--- src/rtl/fwd_hazard_unit.sv ---
// Operand forwarding, branch forwarding, load-use detection and a long-op
// (mul/div) scoreboard that stalls ID on RAW/WAW conflicts or a full unit.
module fwd_hazard_unit #(
  parameter int NUM_STG    = 2,
  parameter int ID_FWD_STG = 1,
  parameter int MAX_LONG   = 2,
  parameter int SEL_W      = $clog2(NUM_STG + 1)
) (
  input  logic                 clk,
  input  logic                 reset,
  input  logic [4:0]           rs1_address_id_i,
  input  logic [4:0]           rs2_address_id_i,
  input  logic [4:0]           rd_address_id_i,
  input  logic                 rd_we_id_i,
  input  logic                 long_id_i,
  input  logic [4:0]           rs1_address_ex_i,
  input  logic [4:0]           rs2_address_ex_i,
  input  logic [4:0]           rd_address_ex_i,
  input  logic                 mem_read_ex_i,
  input  logic                 issue_long_i,
  input  logic [NUM_STG-1:0]   rd_we_stg_i,
  input  logic [5*NUM_STG-1:0] rd_address_stg_i,
  input  logic                 long_done_i,
  input  logic [4:0]           long_rd_i,
  output logic [SEL_W-1:0]     alu_forward_a_o,
  output logic [SEL_W-1:0]     alu_forward_b_o,
  output logic [SEL_W-1:0]     branch_forward_a_o,
  output logic [SEL_W-1:0]     branch_forward_b_o,
  output logic                 stall_id_o,
  output logic                 long_full_o,
  output logic [31:0]          busy_o,
  output logic                 sb_err_o
);

  localparam int CNT_W = $clog2(MAX_LONG + 1);
  localparam logic [CNT_W-1:0] CNT_MAX = CNT_W'(MAX_LONG);

  logic [4:0] stg_rd [NUM_STG];

  genvar gi;
  generate
    for (gi = 0; gi < NUM_STG; gi++) begin : g_stg_rd
      assign stg_rd[gi] = rd_address_stg_i[5*gi +: 5];
    end
  endgenerate

  // Walk from oldest to youngest so the youngest matching stage overrides.
  always_comb begin
    alu_forward_a_o    = '0;
    alu_forward_b_o    = '0;
    branch_forward_a_o = '0;
    branch_forward_b_o = '0;
    for (int k = NUM_STG - 1; k >= 0; k--) begin
      if (rd_we_stg_i[k]) begin
        if (rs1_address_ex_i != 5'd0 && stg_rd[k] == rs1_address_ex_i)
          alu_forward_a_o = SEL_W'(k + 1);
        if (rs2_address_ex_i != 5'd0 && stg_rd[k] == rs2_address_ex_i)
          alu_forward_b_o = SEL_W'(k + 1);
        if (k < ID_FWD_STG) begin
          if (rs1_address_id_i != 5'd0 && stg_rd[k] == rs1_address_id_i)
            branch_forward_a_o = SEL_W'(k + 1);
          if (rs2_address_id_i != 5'd0 && stg_rd[k] == rs2_address_id_i)
            branch_forward_b_o = SEL_W'(k + 1);
        end
      end
    end
  end

  logic [31:0]      busy_q, busy_d;
  logic [CNT_W-1:0] cnt_q, cnt_d;
  logic             err_q, err_d;

  always_comb begin
    busy_d = busy_q;
    cnt_d  = cnt_q;
    err_d  = err_q;
    if (long_done_i) begin
      if (busy_q[long_rd_i]) busy_d[long_rd_i] = 1'b0;
      else                   err_d = 1'b1;
    end
    // Applied after the clear so a same-cycle set wins.
    if (issue_long_i && rd_address_ex_i != 5'd0) busy_d[rd_address_ex_i] = 1'b1;
    if (issue_long_i && !long_done_i) begin
      if (cnt_q == CNT_MAX) err_d = 1'b1;
      else                  cnt_d = cnt_q + 1'b1;
    end else if (long_done_i && !issue_long_i) begin
      if (cnt_q == '0) err_d = 1'b1;
      else             cnt_d = cnt_q - 1'b1;
    end
    busy_d[0] = 1'b0;
  end

  always_ff @(posedge clk) begin
    if (reset) begin
      busy_q <= '0;
      cnt_q  <= '0;
      err_q  <= 1'b0;
    end else begin
      busy_q <= busy_d;
      cnt_q  <= cnt_d;
      err_q  <= err_d;
    end
  end

  logic load_use, raw_waw, issue_hit, structural;

  always_comb begin
    load_use = mem_read_ex_i && rd_address_ex_i != 5'd0 &&
               (rd_address_ex_i == rs1_address_id_i || rd_address_ex_i == rs2_address_id_i);
    issue_hit = issue_long_i && rd_address_ex_i != 5'd0 &&
                (rd_address_ex_i == rs1_address_id_i || rd_address_ex_i == rs2_address_id_i ||
                 (rd_we_id_i && rd_address_ex_i == rd_address_id_i));
    raw_waw = busy_q[rs1_address_id_i] || busy_q[rs2_address_id_i] ||
              (rd_we_id_i && busy_q[rd_address_id_i]) || issue_hit;
    structural = long_id_i && long_full_o;
  end

  assign long_full_o = (cnt_q == CNT_MAX);
  assign stall_id_o  = load_use || raw_waw || structural;
  assign busy_o      = busy_q;
  assign sb_err_o    = err_q;

endmodule

--- config.mk ---
export PLATFORM = sky130hd
export DESIGN_NAME = fwd_hazard_unit
export DESIGN_NICKNAME = d
export VERILOG_FILES = /design/src/rtl/fwd_hazard_unit.sv
export SDC_FILE = /design/constraint.sdc
export NUM_CORES = 1
export LEC_CHECK = 0
export ABC_AREA = 0
export BUFFER_PORTS_ARGS = -buffer_cell sky130_fd_sc_hd__buf_4
export CAP_MARGIN = 0
export CORE_ASPECT_RATIO = 0.8
export CORE_MARGIN = 1
export CORE_UTILIZATION = 30
export CTS_CLUSTER_DIAMETER = 80
export CTS_CLUSTER_SIZE = 8
export DETAILED_ROUTE_END_ITERATION = 8
export PLACE_DENSITY = 0.55
export SLEW_MARGIN = 0
export SYNTH_ARGS = -nofsm -noshare
export SYNTH_HDL_FRONTEND = slang
export SYNTH_SLANG_ARGS = --single-unit
--- constraint.sdc ---
create_clock -name clk -period 1.7 [get_ports clk]
set_input_delay 0.085 -clock clk [delete_from_list [all_inputs] [get_ports clk]]
set_output_delay 0.085 -clock clk [all_outputs]
set_load 0.01 [all_outputs]
# --- Word-level counts from Yosys, hierarchy flattened ---
# Cells that the tools add are included.
totals:
  register_bits: 35
  input_bits: 54
  output_inout_bits: 43
  elab_cells: 99
classes:
  add_sub_neg: 2
  order_cmp: 7
  n_eq_ne: 12
  mux: 37
  bitwise: 3
  n_reduce_logical: 34
op_table:
  columns: ["op", "count"]
  rows:
  - ["32-bit 2-to-1 mux", 3]
  - ["5-bit == test", 9]
  - ["32-bit bitwise AND", 1]
  - ["32-bit inverter", 1]
  - ["32-bit bitwise OR", 1]
  - ["5-bit by 6-bit less-than comparator with 1-bit output (second input constant)", 5]
  - ["5-bit nonzero test", 5]
  - ["2-bit 2-to-1 mux", 12]
  - ["1-bit binary-select mux with 5-bit select", 4]
  - ["1-bit logical AND", 17]
  - ["1-bit 2-to-1 mux", 16]
  - ["1-bit demux with 5-bit select", 2]
  - ["5-bit by 1-bit >= comparator with 1-bit output (second input constant)", 2]
  - ["1-bit logical OR", 7]
  - ["2-bit != test (second input constant)", 2]
  - ["3-bit AND reduction", 1]
  - ["2-bit by 1-bit adder with 2-bit output (second input constant)", 1]
  - ["2-bit == test (second input constant)", 1]
  - ["1-bit logical NOT", 2]
  - ["2-bit logical NOT", 1]
  - ["2-bit nonzero test", 1]
  - ["2-bit by 1-bit subtractor with 2-bit output (second input constant)", 1]

# --- Longest topological paths before layout ---
logic_depth:
  ltp_word: 10
  ltp_mapped: 9
  depth_no_buf: 7

# --- Worst setup path before layout ---
# Ideal clock, no wire load.
synth_path:
  path_kind: "register -> register"
  start: "register busy_q[31] (netlist: busy_o[31])"
  end: "register busy_q[21] (netlist: busy_o[21])"
  setup_ps: 92
  t_arrival_ps: 1652
  required_ps: 1608
  path_slack_ps: -44
  path_stages_with_launch: 8
  n_path_buf: 1
  period_less_slack_ps: 1744
  cell_sequence: "dfxtp_1 > mux4_2 > nor2b_1 > a21oi_1 > and4_4 > buf_6 > nor3_1 > o32ai_1"
synth_between:
  elab_chain_len: 6
synth_rtl:
  columns: ["element", "line_no", "rtl"]
  rows:
  - ["from (decl)", "69", "logic [31:0] busy_q, busy_d;"]
  - ["from (signal assigned)", "99", "busy_q <= busy_d;"]
  - ["1-bit binary-select mux with 5-bit select *", "78", "if (busy_q[long_rd_i]) busy_d[long_rd_i] = 1'b0;"]
  - ["1-bit 2-to-1 mux (not written as such) *", "78", null]
  - ["32-bit 2-to-1 mux *", "78", null]
  - ["32-bit 2-to-1 mux *", "77", "if (long_done_i) begin"]
  - ["32-bit bitwise OR (no line)", null, null]
  - ["32-bit 2-to-1 mux *", "82", "if (issue_long_i && rd_address_ex_i != 5'd0) busy_d[rd_address_ex_i] = 1'b1;"]
# Mark *: on every way between the ends. The rest lies on a longest branch, timed or not. The select of a mux whose other input is x is not followed.
# A chain may end at the register's enable or synchronous reset.

# --- Worst setup path in the final report ---
layout_path:
  start: "register busy_q[15] (netlist: busy_o[15])"
  end: "output port stall_id_o"
layout_between:
  elab_chain_len: 7
  word_cells_on_any_way: 12
  cone_classes: "mux (6); reduce/logical (6)"
layout_rtl:
  columns: ["element", "line_no", "rtl"]
  rows:
  - ["1-bit binary-select mux with 5-bit select, on equally long branches", "113, 114", null]
  - ["1-bit 2-to-1 mux, on equally long branches", "113, 114", null]
  - ["1-bit logical OR / 1-bit logical AND (equally long branches)", "113, 114", null]
  - ["1-bit logical OR *", "113", "raw_waw = busy_q[rs1_address_id_i] || busy_q[rs2_address_id_i] ||"]
  - ["1-bit logical OR *", "114", "(rd_we_id_i && busy_q[rd_address_id_i]) || issue_hit;"]
  - ["1-bit logical OR * (2 in series)", "119", "assign stall_id_o = load_use || raw_waw || structural;"]
  - ["to (decl)", "29", "output logic stall_id_o,"]
# Marks and branches as above.

==> results.json <==
{
  "synth_edf_count": 0,
  "slowest_delay_ns": 0.47,
  "syn_area_mm2": 0.00321,
  "finalSetupViolCount": 33,
  "worstHoldStart": "reset",
  "io_pins": 97,
  "period_share_pct": 125,
  "fmax_mhz": 471,
  "peakVddDrop_v": 0.000623,
  "vias": 3662,
  "cts_hold_buf": 0,
  "ys.flop_type": "dfxtp_1",
  "status": "finished with violations",
  "tightest_slew_ns": 0.698,
  "startpoint_type": "flop",
  "layout.nets": 559,
  "layout_common_cells": "157 x buf_4, 28 x o21ai_1, 25 x dfxtp_1, 24 x mux4_2",
  "holdWs_ns": 0.0927,
  "cts_made_buffers": 5,
  "violations": "negative setup slack",
  "dp_hpwl_um": 9930,
  "synthToLayoutAreaGrowth_pct": 56.0,
  "final_cell_area_mm2": 0.00501,
  "die_y_um": 94.6,
  "leakage_nw": 1.90,
  "seq_area_frac_synth_pct": 21.2,
  "post_dp_cell_area_mm2": 0.00443,
  "drtPass1Iterations": 5,
  "syn_area_per_cell_um2": 8.90,
  "power_density_mw_per_mm2": 489,
  "end_kind": "primary output",
  "layout-drive-gt1-share_pct": 47.8,
  "row_count": 33,
  "fin_setup_tns_ns": -9.96,
  "grt.total_usage_pct": 22.8,
  "portBuffers": 93,
  "core_area_mm2": 0.0103,
  "maxSlewViolCount": 0,
  "critical_path_class": "reg -> out",
  "die_area_mm2": 0.0111,
  "antenna_found_initial": 0,
  "die_w_um": 118,
  "timing_hold_violations_final": 0,
  "setup_ws_ns": -0.424,
  "start_util_pct": 31.1,
  "cts_max_path_buffers": 2,
  "netlist-cell-type-count": 42,
  "crit_arrival_ns": 2.04,
  "antennaDiodeCount": 0,
  "grt_setup_unrepaired": "true",
  "vias_per_cell": 5.69,
  "drt-initial-drc-count": 290,
  "grt_pass1_vias": 3499,
  "drc": 0,
  "hp-class": "in -> reg",
  "cts_tree": "done",
  "gp_congestion": 0.924,
  "antenna_left": 0,
  "final_common_cell": "buf_4",
  "finClkSkew_ns": 0.00457,
  "critPathMaxFanout": 4,
  "postSynth.asyncResetShare_pct": 0,
  "overflow": 0,
  "root_buffer": "clkbuf_16",
  "grt_max_degree": 29,
  "cpMaxStageDelayCell": "mux4_2",
  "clkLatencyLatePin_ns": 0.28,
  "path_cells": "mux4_2 > mux2i_1 > nor3_1 > a2111oi_2 > nand4_1 > buf_4",
  "critPathLaunch": "busy_o[15]",
  "maxCapViolations": 0,
  "clock-sinks": 34,
  "slew-limit-headroom_pct": 53.3,
  "synth_cells": 361,
  "timing.rr.start": "busy_o[31]",
  "grt_first_pass_wirelength_um": 19500,
  "worstPathRequired_ns": 1.62,
  "wl_per_cell_um": 20.4,
  "routed_wl_um": 13100,
  "cts-htree-levels": 2,
  "yosys_warnings": 0,
  "min_period_ns": 2.12,
  "clkSlewWorstSetupHoldPaths_ns": 0.05,
  "utilization_pct": 48.6,
  "synth_seq_cells": 34
}
-- layer usage --
layer | track usage [%] | vias up | part of all wire (%)
met1 | 31.6 | 1770 | 46
met4 | 7.69 | 0 | 2.3
li1 | - | 1684 | -
met3 | 3.44 | 32 | 7.3
met5 | 0 | - | 0
met2 | 36.3 | 176 | 44
-- cells by family (layout without fill, tap and decap cells) --
kind of cell	count (synthesis)	in the layout	synth area share, %
other cells	1	3	0.117
fa+ha+maj	2	2	0.779
compound gates	85	85	17.6
flops	34	34	21.2
xor+xnor	43	43	11.7
buf+inv	40	180	6.23
mux	47	47	24.0
simple gates	109	110	18.4
-- worst paths after layout --
check	end	slack [ns]	depth (start not counted)
worst max register to register	busy_o[25]	-0.34	9
worst min-delay path	cnt_q[1]	0.09	2
worst max-delay path	stall_id_o	-0.42	6
worst min register to register	sb_err_o	0.48	2
-- flip-flops by register name (all words and copies together) (netlist names) --
| signal | flops |
|---|---|
| sb_err_o | 1 |
| busy_o | 31 |
| cnt_q | 2 |
-- final cells by class --
type                       instances  area (µm²)
clock buffer                       7         143
timing repair buffer             165        1280
clock inverter                     1        5.00
fill                            1001        5310
multi-input combinational        290        2690
inverter                           7        26.3
sequential                        34         694
tap                              140         175
-- where the power goes --
group | switching [mW] | total (mW) | leakage (nW) | internal (mW)
registers | 0.0154 | 0.825 | 0.280 | 0.810
clock network | 0.330 | 0.910 | 0.0739 | 0.580
logic | 0.389 | 0.716 | 1.55 | 0.327
total | 0.735 | 2.45 | 1.90 | 1.72
-- through the flow --
step	power, mW	setup slack (ns)	cells
after floorplan	1.18	-0.0253	363
after global placement	1.47	-0.169	629
after detailed placement	1.48	-0.283	629
after CTS	2.40	-0.417	641
after global routing	2.54	-0.533	644
final	2.45	-0.424	644
-- Yosys cell counts, types with 3 or more instances --
library cell  instances  share of area (%)
buf_6                 4                1.4
nand2_1              23                2.7
dfxtp_1              34                 21
nor4_1               10                1.9
a21oi_1               7                1.1
buf_2                 7                1.1
mux2i_1              23                7.2
clkbuf_1             18                2.1
o21ai_0              35                5.5
buf_4                 3               0.70
inv_1                 7               0.82
nand3b_1              4               0.93
xnor2_1              23                6.3
xor2_1               20                5.5
nand4_1               6                1.2
nand3_1              13                2.0
mux4_2               24                 17
nor3b_1               3               0.70
and3_1                3               0.58
or3_1                 3               0.58
nor2_1               14                1.6
o32ai_1               3               0.82
o311ai_1             26                7.1
nor3_1               13                2.0
o22ai_1               5               0.97
nor2b_1               6                1.2
or2_2                 3               0.58
-- critical path: cells and delay by family, from the launching register on --
kind            cells  cell delay, ns
mux                 2            0.64
simple gates        2            0.23
compound gates      1            0.35
buf+inv             1            0.17
flops               1            0.36
-- repair_timing --
item / CTS / global route
setup endpoints to repair: 33 / 33
pin swaps: 5 / 8
gates resized for setup: 47 / 42
endpoints found under the hold margin: 0 / 0
cloned: 1 / 0
setup buffers: 3 / 4
Note: power is estimated with default switching activity, not from simulation.
